**config.mk**
```make
export PLATFORM = sky130hd
export DESIGN_NAME = team_06_pwm_audio_out
export DESIGN_NICKNAME = d
export VERILOG_FILES = /design/src/rtl/team_06_pwm_audio_out.sv
export SDC_FILE = /design/constraint.sdc
export NUM_CORES = 1
export LEC_CHECK = 0
export ABC_AREA = 0
export CORE_MARGIN = 2
export CORE_UTILIZATION = 50
export DETAILED_ROUTE_END_ITERATION = 10
export DONT_BUFFER_PORTS = 1
export GPL_ROUTABILITY_DRIVEN = 0
export GPL_TIMING_DRIVEN = 0
export HOLD_SLACK_MARGIN = 0.03
export PLACE_DENSITY_LB_ADDON = 0.12
export SLEW_MARGIN = 20
export SYNTH_ARGS = -nofsm -noshare
export SYNTH_HDL_FRONTEND = slang
export SYNTH_SLANG_ARGS = --single-unit
```
**constraint.sdc**
```tcl
create_clock -name clk -period 6.1 [get_ports clk]
set_input_delay 0.915 -clock clk [delete_from_list [all_inputs] [get_ports clk]]
set_output_delay 0.915 -clock clk [all_outputs]
set_load 0.02 [all_outputs]
```
**src/rtl/team_06_pwm_audio_out.sv**
```systemverilog
`default_nettype none
// ============================================================================
// Module   : team_06_pwm_audio_out
// Purpose  : Last stage of the volume path. Accepts 16-bit unsigned samples
//            over a valid/ready handshake, buffers them in a small FIFO and
//            plays one sample per PWM period as a single-bit waveform for the
//            RC-filtered speaker pin. The duty of a period is the top PWM_BITS
//            bits of its sample; the lower bits are truncated.
//
// Parameters:
//   PWM_BITS    PWM resolution, period = 2**PWM_BITS clocks (<= 16)
//   FIFO_DEPTH  sample buffer entries (power of 2, >= 2)
//
// Ports:
//   clk            system clock
//   rst            asynchronous active-high reset
//   sample_in      unsigned sample from the volume stage
//   sample_valid   sample_in valid this cycle
//   sample_ready   FIFO can accept (not full)
//   enable         playback enable
//   pwm_out        registered PWM output
//   period_start   high in RUN while the PWM counter is 0
//   underrun       one-cycle pulse: period wrapped with the FIFO empty
//   fifo_level     entries currently held
//   underrun_count saturating underrun counter (PWM_UNDERRUN_CNT_EN only)
//
// Build option:
//   PWM_UNDERRUN_CNT_EN  when defined, adds the 8-bit saturating
//                        underrun_count output, cleared only by rst.
//
// Revision : 1.0  initial release
// ============================================================================
module team_06_pwm_audio_out #(
    parameter int PWM_BITS   = 8,
    parameter int FIFO_DEPTH = 4
) (
    input  logic                          clk,
    input  logic                          rst,
    input  logic [15:0]                   sample_in,
    input  logic                          sample_valid,
    output logic                          sample_ready,
    input  logic                          enable,
    output logic                          pwm_out,
    output logic                          period_start,
    output logic                          underrun,
    output logic [$clog2(FIFO_DEPTH):0]   fifo_level
`ifdef PWM_UNDERRUN_CNT_EN
    ,
    output logic [7:0]                    underrun_count
`endif
);

    localparam int c_PTR_W = $clog2(FIFO_DEPTH);
    localparam int c_LVL_W = c_PTR_W + 1;

    localparam logic [PWM_BITS-1:0] c_CNT_MAX  = '1;
    localparam logic [c_LVL_W-1:0]  c_FULL_LVL = c_LVL_W'(FIFO_DEPTH);

    typedef enum logic [1:0] {
        S_IDLE  = 2'd0,
        S_PRIME = 2'd1,
        S_RUN   = 2'd2
    } state_t;

    // ------------------------------------------------------------------
    // Registers
    // ------------------------------------------------------------------
    state_t                r_state;
    logic [PWM_BITS-1:0]   r_cnt;
    logic [PWM_BITS-1:0]   r_duty;
    logic                  r_pwm;
    logic                  r_underrun;
    logic [PWM_BITS-1:0]   r_mem [FIFO_DEPTH];
    logic [c_PTR_W-1:0]    r_wptr;
    logic [c_PTR_W-1:0]    r_rptr;
    logic [c_LVL_W-1:0]    r_level;

    // ------------------------------------------------------------------
    // Combinational signals
    // ------------------------------------------------------------------
    state_t                w_state_nxt;
    logic [PWM_BITS-1:0]   w_cnt_nxt;
    logic [PWM_BITS-1:0]   w_duty_nxt;
    logic                  w_pop;
    logic                  w_push;
    logic                  w_underrun_set;
    logic                  w_full;
    logic                  w_empty;
    logic [PWM_BITS-1:0]   w_head_duty;
    logic [PWM_BITS-1:0]   w_in_duty;

    // Only the duty bits ever reach the output, so only those are stored.
    assign w_in_duty = sample_in[15 -: PWM_BITS];

    generate
        if (PWM_BITS < 16) begin : g_trunc
            // Truncated sample LSBs are intentionally discarded.
            logic w_unused_lsbs;
            assign w_unused_lsbs = ^sample_in[15-PWM_BITS:0];
        end
    endgenerate

    assign w_full       = (r_level == c_FULL_LVL);
    assign w_empty      = (r_level == '0);
    assign w_push       = sample_valid && !w_full;
    assign w_head_duty  = r_mem[r_rptr];

    assign sample_ready = !w_full;
    assign fifo_level   = r_level;
    assign pwm_out      = r_pwm;
    assign underrun     = r_underrun;
    assign period_start = (r_state == S_RUN) && (r_cnt == '0);

    // ------------------------------------------------------------------
    // FIFO storage (no reset needed: contents are qualified by r_level)
    // ------------------------------------------------------------------
    always_ff @(posedge clk) begin
        if (w_push) begin
            r_mem[r_wptr] <= w_in_duty;
        end
    end

    always_ff @(posedge clk or posedge rst) begin
        if (rst) begin
            r_wptr  <= '0;
            r_rptr  <= '0;
            r_level <= '0;
        end else begin
            if (w_push) begin
                r_wptr <= r_wptr + c_PTR_W'(1);
            end
            if (w_pop) begin
                r_rptr <= r_rptr + c_PTR_W'(1);
            end
            case ({w_push, w_pop})
                2'b10:   r_level <= r_level + c_LVL_W'(1);
                2'b01:   r_level <= r_level - c_LVL_W'(1);
                default: r_level <= r_level;
            endcase
        end
    end

    // ------------------------------------------------------------------
    // Playback FSM: next-state / datapath decode
    // ------------------------------------------------------------------
    // Pops are only issued from the registered (start-of-cycle) level, so
    // a sample pushed into an empty FIFO is first visible a cycle later.
    always_comb begin
        w_state_nxt    = r_state;
        w_cnt_nxt      = r_cnt;
        w_duty_nxt     = r_duty;
        w_pop          = 1'b0;
        w_underrun_set = 1'b0;

        if (!enable) begin
            w_state_nxt = S_IDLE;
            w_cnt_nxt   = '0;
            w_duty_nxt  = '0;
        end else begin
            case (r_state)
                S_IDLE: begin
                    w_state_nxt = S_PRIME;
                end
                S_PRIME: begin
                    if (!w_empty) begin
                        w_pop       = 1'b1;
                        w_duty_nxt  = w_head_duty;
                        w_cnt_nxt   = '0;
                        w_state_nxt = S_RUN;
                    end
                end
                S_RUN: begin
                    if (r_cnt == c_CNT_MAX) begin
                        w_cnt_nxt = '0;
                        if (!w_empty) begin
                            w_pop      = 1'b1;
                            w_duty_nxt = w_head_duty;
                        end else begin
                            // Starved: replay the previous duty.
                            w_underrun_set = 1'b1;
                        end
                    end else begin
                        w_cnt_nxt = r_cnt + PWM_BITS'(1);
                    end
                end
                default: begin
                    w_state_nxt = S_IDLE;
                end
            endcase
        end
    end

    always_ff @(posedge clk or posedge rst) begin
        if (rst) begin
            r_state    <= S_IDLE;
            r_cnt      <= '0;
            r_duty     <= '0;
            r_pwm      <= 1'b0;
            r_underrun <= 1'b0;
        end else begin
            r_state    <= w_state_nxt;
            r_cnt      <= w_cnt_nxt;
            r_duty     <= w_duty_nxt;
            r_underrun <= w_underrun_set;
            // Output trails the counter by one clock. Qualifying with
            // enable makes the pin drop on the same edge that leaves RUN.
            r_pwm      <= enable && (r_state == S_RUN) && (r_cnt < r_duty);
        end
    end

`ifdef PWM_UNDERRUN_CNT_EN
    // ------------------------------------------------------------------
    // Saturating underrun counter
    // ------------------------------------------------------------------
    logic [7:0] r_underrun_count;

    always_ff @(posedge clk or posedge rst) begin
        if (rst) begin
            r_underrun_count <= '0;
        end else if (w_underrun_set && (r_underrun_count != 8'hFF)) begin
            r_underrun_count <= r_underrun_count + 8'd1;
        end
    end

    assign underrun_count = r_underrun_count;
`endif

endmodule
`default_nettype wire

```
# Word level (Yosys, flattened, before mapping)
# Memories as Yosys holds them, arrays and structs flattened.
# Index checks and enable logic that the tools add are counted.
# Widths: inputs -> output; s select.
# word_totals
ramBits	32
out_inout_bits	7
mem_count	1
in_bits	20
register_bits	27
# memory_table
name	words	word_bits	rd	rd_ports_with_merged_regs	write_ports	line_no	text
r_mem	4	8	1	0	1	73	logic [PWM_BITS-1:0] r_mem [FIFO_DEPTH];
# classes
add_sub_neg	5
n_lt_le_gt_ge	1
n_eq_ne	10
n_mux	22
reduce_logical	12
# op_table
cell	n
$mux 8	6
$pmux 8 s2	2
$mux 1	9
$add 8x1->8 const B	1
$eq 8x8->1 const B	1
$logic_not 8->1	1
$lt 8x8->1	1
$ne 3x3->1 const B	2
$pmux 2 s3	1
$pmux 3 s2	1
$reduce_and 2->1	3
$add 2x1->2 const B	2
$eq 2x1->1 const B	2
$eq 2x2->1 const B	2
$logic_and 1x1->1	4
$mux 2	2
$add 3x1->3 const B	1
$eq 3x3->1 const B	1
$logic_not 3->1	1
$ne 3x1->1 const B	1
$sub 3x1->3 const B	1
$logic_not 2->1	1
$ne 2x2->1 const B	1
$pmux 1 s2	1
2 further kinds	2

# Logic depth before layout (Yosys ltp)
# Gate-level depths: netlist of run 1.
# logic_depth
ltp_word	7
depth_mapped	12

# Worst setup path after synthesis of run 1
# Ideal clock, no wire load.
# synth_path
path_type	input-to-reg
from	input port enable
to	register r_level[2], in the netlist fifo_level[2]
setup_time_ns	0.080
arrival_ns	2.436
slack_ns	3.584
cell_stages	8
n_path_buf	1
path_cell_list	clkbuf_1 -> o2111a_1 -> ha_1 -> inv_1 -> fa_1 -> xor2_1 -> nor2_1 -> xor2_1
# synth_between
elab_chain_cells	3
elab_cells_between_ends	5
classes_between	eq/ne (2); mux (2); reduce/logical (1)
# synth_rtl
element	line_no	text
from (decl)	42	input logic enable,
$mux 1 (*)	155	if (!enable) begin
named net w_pop	84	logic w_pop;
$eq 2x1->1 / $eq 2x2->1 (equally long branches)	135	case ({w_push, w_pop})
$pmux 3 s2 / $reduce_bool 2->1 (equally long branches)	--	
to (signal assigned)	136	2'b10: r_level <= r_level + c_LVL_W'(1);
to (signal assigned)	137	2'b01: r_level <= r_level - c_LVL_W'(1);
to (signal assigned)	138	default: r_level <= r_level;
to (decl)	76	logic [c_LVL_W-1:0] r_level;
# Mark *: on every way through the listed nets, which the timed path passes. The rest lies on a longest branch.
# A chain may end at the register's enable or synchronous reset.

# Final worst setup path of run 1
# layout_path
from	register r_state[0]
to	output port period_start
# layout_between
elab_chain_cells	2
# layout_rtl
element	line_no	text
from (decl)	68	state_t r_state;
from (signal assigned)	201	r_state <= w_state_nxt;
$eq 2x2->1	112	assign period_start = (r_state == S_RUN) && (r_cnt == '0);
$logic_and 1x1->1	112	
to (decl)	44	output logic period_start,
# No other way between the ends.

==> run metrics, run 1 <==
Starting Density=51.8%; Clk Latency, worst-skew pair=0.33 ns; Worst EP required=5.18 ns; clock sink total=59; CTS tree=done; Synth area leaders=edfxtp_1, dfrtp_1, ha_1, mux4_2, inv_1; crit-path cells=inv_1, ha_1, buf_2, nand2_1, nor4_1; Critical Path Sink Type=output port; chip width=79.5 um; worst slew pin tran=0.897 ns; fin. max-slew vios=0; area share of the largest cell type after synthesis=33.7%; Syn-to-layout area delta=9.39%; footprint of the multi-input gates=1080 um2; Routed WL per cell=16.0 um; synth unique cells=41; Post-CTS Resized=0; Post-Route Utilization=56.6%; Slowest cell on crit path=nor4_1; first-pass GRT wire length=8340 um; H-tree levels=3; commonest non-fill, non-tap cell in the layout=edfxtp_1; RSZ-0062 raised after global routing=false; # diodes=0; worst min-delay path class=register to register; EDFF count, synth=32; vias post-DR=1707; CP top delay family=simple AND/OR/NAND/NOR gates; via/cell ratio=5.60; first-pass detailed-route iteration total=4; VDD IR-drop max=237 uV; final worst-path cycle share=48.8%; layout cell share with drive strength beyond 1=15.0%; final hold vios=0; met3 Usage GRT=6.00%; Cells after Synth=217; Synth area leader=edfxtp_1; max cap viols=0; final setup violating endpoints=0; Crit path largest cell delay=0.74 ns; CTS clk-pin slew, worst paths=0.07 ns; commonest cells after routing, fill and taps aside=edfxtp_1, inv_1, dfrtp_1; post-synthesis async set-or-reset flop share=45.8%; Detail Placement HPWL=3530 um; I/O pin cnt=27; r2r setup slk=3.34 ns; Top Usage Layer GRT=met2; flops & latches, synth=59; CTS root buffer=clkbuf_8; Ys Warns=0; fill count=463; Port Buf Inserts=0; initial antenna violation count=0; DRC Markers=0; setup TNS=0 ns; ys flop type=edfxtp_1; P per Cell Area=424 nW/um2; syn_nets=256; Max FO, Critical Path=10; grt total ovfl=0; Worst Setup Start Kind=register; GRT Total Usage=17.7%; Core ar.=5510 um2; buffers and inverters on the worst path=2; Final nets=267; synthesized area=2850 um2; Die Ht=79.5 um; maximum clock frequency=336 MHz; CP Class=register to output port; drt total wl=4870 um; Pleak=1.24 nW; die area=6320 um2; Data arrival, critical path=2.06 ns; Final Skew=0.00702 ns; sequential-to-total area share from yosys stat=57.4%; sequential cell area=1640 um2; largest net degree at the start of global routing=28; Hold Buf Count CTS=0; vias in the first global route=1820; Post-CTS Setup Inserts=0; status=finished, final reports clean; antenna-violating nets left=0; initial DRC count=84; headroom to the max-slew limit=39.6%; synthesized area per cell=13.1 um2; met1 Resource Use GR=21.8%; CTS Buffer Depth=2; met2 Track Usage GR=29.0%; total CTS buffers=9; Period minus WS final=2.97 ns; Rows=27
-- layout make-up --
class | count | area share (%)
buffer | 5 | 0.682
clock inverter | 7 | 1.73
inverter | 29 | 3.49
sequential | 59 | 52.5
clock buffer | 9 | 3.97
tap | 72 | 2.89
multi-input combinational | 124 | 34.8
-- where the power goes --
| part | internal (W) | total [W] | switching [W] |
|---|---|---|---|
| registers | 0.000521 | 0.000593 | 0.0000712 |
| logic | 0.000182 | 0.000418 | 0.000236 |
| clock network | 0.000149 | 0.000312 | 0.000163 |
-- cells by family (layout without fill, tap and decap cells) --
family | after synthesis | in the layout | synth area share (%)
xor gates and xnor gates | 7 | 7 | 2.15
buffers and inverters | 34 | 50 | 4.57
adders and majority gates | 19 | 19 | 8.60
DFF | 59 | 59 | 57.4
muxes | 9 | 9 | 6.72
and+or+nand+nor | 49 | 49 | 10.1
AOI/OAI and AO/OA | 40 | 40 | 10.4
-- through the flow --
step,cell area [um2],total power (W),worst slack [ns],cells,hold slack [ns]
after detailed placement,2940,0.00103,3.31,289,0.483
after global placement,2940,0.00100,3.42,289,0.479
after CTS,3120,0.00134,3.08,305,0.502
after global routing,3120,0.00142,2.98,305,0.516
final,3120,0.00132,3.13,305,0.498
after floorplan,2850,0.000921,3.58,217,0.456
-- synthesized netlist by cell type (3+ instances only) --
master     instances
a21oi_1            9
edfxtp_1          32
o21ai_0            7
nand2_1           12
a21o_1             3
clkbuf_1           3
and3_1             4
ha_1              18
dfrtp_1           27
or4_1              3
nand3_1            4
mux4_2             8
inv_1             29
o21a_1             3
nor2_1             7
nand4_1            3
xor2_1             4
xnor2_1            3
o2bb2ai_1          8
-- flip-flops by register name, indices dropped and copies added (netlist names) --
name,cells
r_rptr,2
r_duty,8
pwm_out,1
underrun,1
fifo_level,3
r_mem,32
r_wptr,2
r_cnt,8
r_state,2
-- worst paths after layout --
path,to,from,depth (start not counted)
max,period_start,r_state[0],5
min,r_duty[3],r_duty[3],1
max reg2reg,fifo_level[2],r_state[0],12
min reg2reg,r_duty[3],r_duty[3],1
max in group asynchronous,r_cnt[4],rst,1
min in group asynchronous,r_state[1],rst,1
-- metal layers --
layer,share of wire [%],up-vias
li1,-,812
met1,44,859
met2,50,30
met3,4.5,6
met4,1.2,0
met5,0,-
No activity file was read; power rests on OpenSTA's default activity.
==> run 2: changes to the inputs <==
==> constraint.sdc (replaced) <==
create_clock -name clk -period 2.8 [get_ports clk]
set_input_delay 0.42 -clock clk [delete_from_list [all_inputs] [get_ports clk]]
set_output_delay 0.42 -clock clk [all_outputs]
set_load 0.02 [all_outputs]
==> run 2 against run 1 <==
  * Core utilization rose by 0.34 points
  * Cell count rose by 0.33%
  * Clock power rose by 120%
  * Sequential power rose by 120%
  * Global-route usage did not move
  * Final area rose by 0.60%
  * Via count fell by 0.59%
  * Register-to-register slack got worse by 3.1 ns
  * Worst setup slack got worse by 2.9 ns
  * Die area did not move
  * Critical endpoint is now fifo_level[2]
  * Highest routed layer unchanged
==> run metrics, run 2 (synthesized netlist as in run 1, its figures left out) <==
worst min-delay path class=input port to asynchronous set/reset pin; final hold vios=0; Starting Density=51.8%; fill count=459; Final Skew=0.00639 ns; chip width=79.5 um; CTS clk-pin slew, worst paths=0.07 ns; Clk Latency, worst-skew pair=0.33 ns; Routed WL per cell=16.0 um; Final nets=268; DRC Markers=0; worst slew pin tran=0.897 ns; crit-path cells=ha_1, nand4_1, nor3_4, o2111a_1, ha_1, inv_1, fa_1, xor2_1, nor2_1, xor2_1; layout cell share with drive strength beyond 1=16.2%; CTS root buffer=clkbuf_8; CTS tree=done; GRT Total Usage=17.7%; setup TNS=0 ns; top flop regs=r_mem (32), r_cnt (8), r_duty (8); Flop pwr share=44.8%; Hold Buf Count CTS=0; footprint of the multi-input gates=1090 um2; Critical Path Sink Type=register; Period minus WS final=2.59 ns; Biggest register=r_mem; Max FO, Critical Path=7; Largest register FFs=32; Hold Slack=0.0245 ns; switching part of the total=35.6%; antenna-violating nets left=0; total power=0.00289 W; fin. max-slew vios=0; Syn-to-layout area delta=10.1%; Pleak=1.26 nW; Port Buf Inserts=0; commonest cells after routing, fill and taps aside=edfxtp_1, inv_1, dfrtp_1; P_sw=0.00103 W; Comb pwr share=31.7%; final setup violating endpoints=0; Core ar.=5510 um2; grt total ovfl=0; I/O pin cnt=27; Clock Power Share=23.5%; first-pass detailed-route iteration total=4; status=finished, final reports clean; max cap viols=0; total CTS buffers=9; Detail Placement HPWL=3530 um; clock sink total=59; largest net degree at the start of global routing=28; Crit path largest cell delay=0.43 ns; internal power=0.00186 W; vias in the first global route=1820; Die Ht=79.5 um; Slowest cell on crit path=dfrtp_2; first-pass GRT wire length=8340 um; initial antenna violation count=0; Rows=27; drt total wl=4890 um; Worst Setup Start Kind=register; CP Class=register to register; P per Cell Area=920 nW/um2; VDD IR-drop max=516 uV; via/cell ratio=5.55; Data arrival, critical path=2.84 ns; sequential cell area=1640 um2; Worst EP required=3.05 ns; headroom to the max-slew limit=39.6%; CTS Buffer Depth=2; H-tree levels=3; vias post-DR=1697; RSZ-0062 raised after global routing=false; maximum clock frequency=386 MHz; final worst-path cycle share=92.6%; die area=6320 um2; # diodes=0; commonest non-fill, non-tap cell in the layout=edfxtp_1; initial DRC count=84
[run 2: cell types whose count changed in the layout (fill, tap and decap cells not counted), sizes merged]
cell and delta:
clkbuf +1
[run 2: final cells by class]
cell class | count | area share (%)
Sequential cell | 59 | 52.3
Multi-Input combinational cell | 124 | 34.7
Clock buffer | 9 | 3.95
Inverter | 29 | 3.47
Tap cell | 72 | 2.87
Clock inverter | 7 | 1.72
Buffer | 5 | 0.758
Timing Repair Buffer | 1 | 0.239
[run 2: routing by layer]
| layer | vias up | global-route usage, % | wire length (um) |
|---|---|---|---|
| met5 | - | 0 | 0 |
| met2 | 26 | 29.0 | 2450 |
| li1 | 813 | - | - |
| met4 | 0 | 6.72 | 57 |
| met3 | 6 | 6.00 | 200 |
| met1 | 852 | 21.8 | 2180 |
[run 2: timing repair]
item	in CTS	in global routing
setup buffers	0	1
endpoints found under the setup margin	0	1
resized for setup	0	4
[run 2: power groups by stage]
stage                     registers, W  clock network (W)  logic (W)
after detailed placement       0.00131                  0   0.000923
after global placement         0.00130                  0   0.000883
after CTS                      0.00129           0.000692   0.000931
after global routing           0.00132           0.000734    0.00104
after floorplan                0.00127                  0   0.000733
final                          0.00129           0.000680   0.000914
[run 2: per-stage QoR]
| stage | setup slack, ns | area [um2] | cells | util, % |
|---|---|---|---|---|
| global placement | 0.173 | 2940 | 289 | 53.4 |
| CTS | 0.00575 | 3120 | 305 | 56.6 |
| detailed placement | 0.0283 | 2940 | 289 | 53.4 |
| floorplan | 0.354 | 2850 | 217 | - |
| global route | 0.0182 | 3140 | 306 | 57.0 |
| finish | 0.207 | 3140 | 306 | 57.0 |
[run 2: critical path, delay by kind of cell, from the launching register on]
family | cells | cell delay (ns)
AOI/OAI and AO/OA | 1 | 0.25
xor gates and xnor gates | 2 | 0.34
adders and majority gates | 3 | 0.83
DFF | 1 | 0.43
buffers and inverters | 1 | 0.06
and+or+nand+nor | 3 | 0.62
[run 2: final timing paths]
kind | start | endpoint | slack [ns] | cells after the start
max | r_cnt[0] | fifo_level[2] | 0.21 | 10
min | rst | r_state[1] | 0.02 | 1
max reg2reg | r_cnt[0] | fifo_level[2] | 0.21 | 10
min reg2reg | r_duty[3] | r_duty[3] | 0.50 | 1
max in group asynchronous | rst | r_cnt[0] | 2.37 | 1
min in group clk | sample_in[8] | r_mem[3][0] | 0.18 | 0
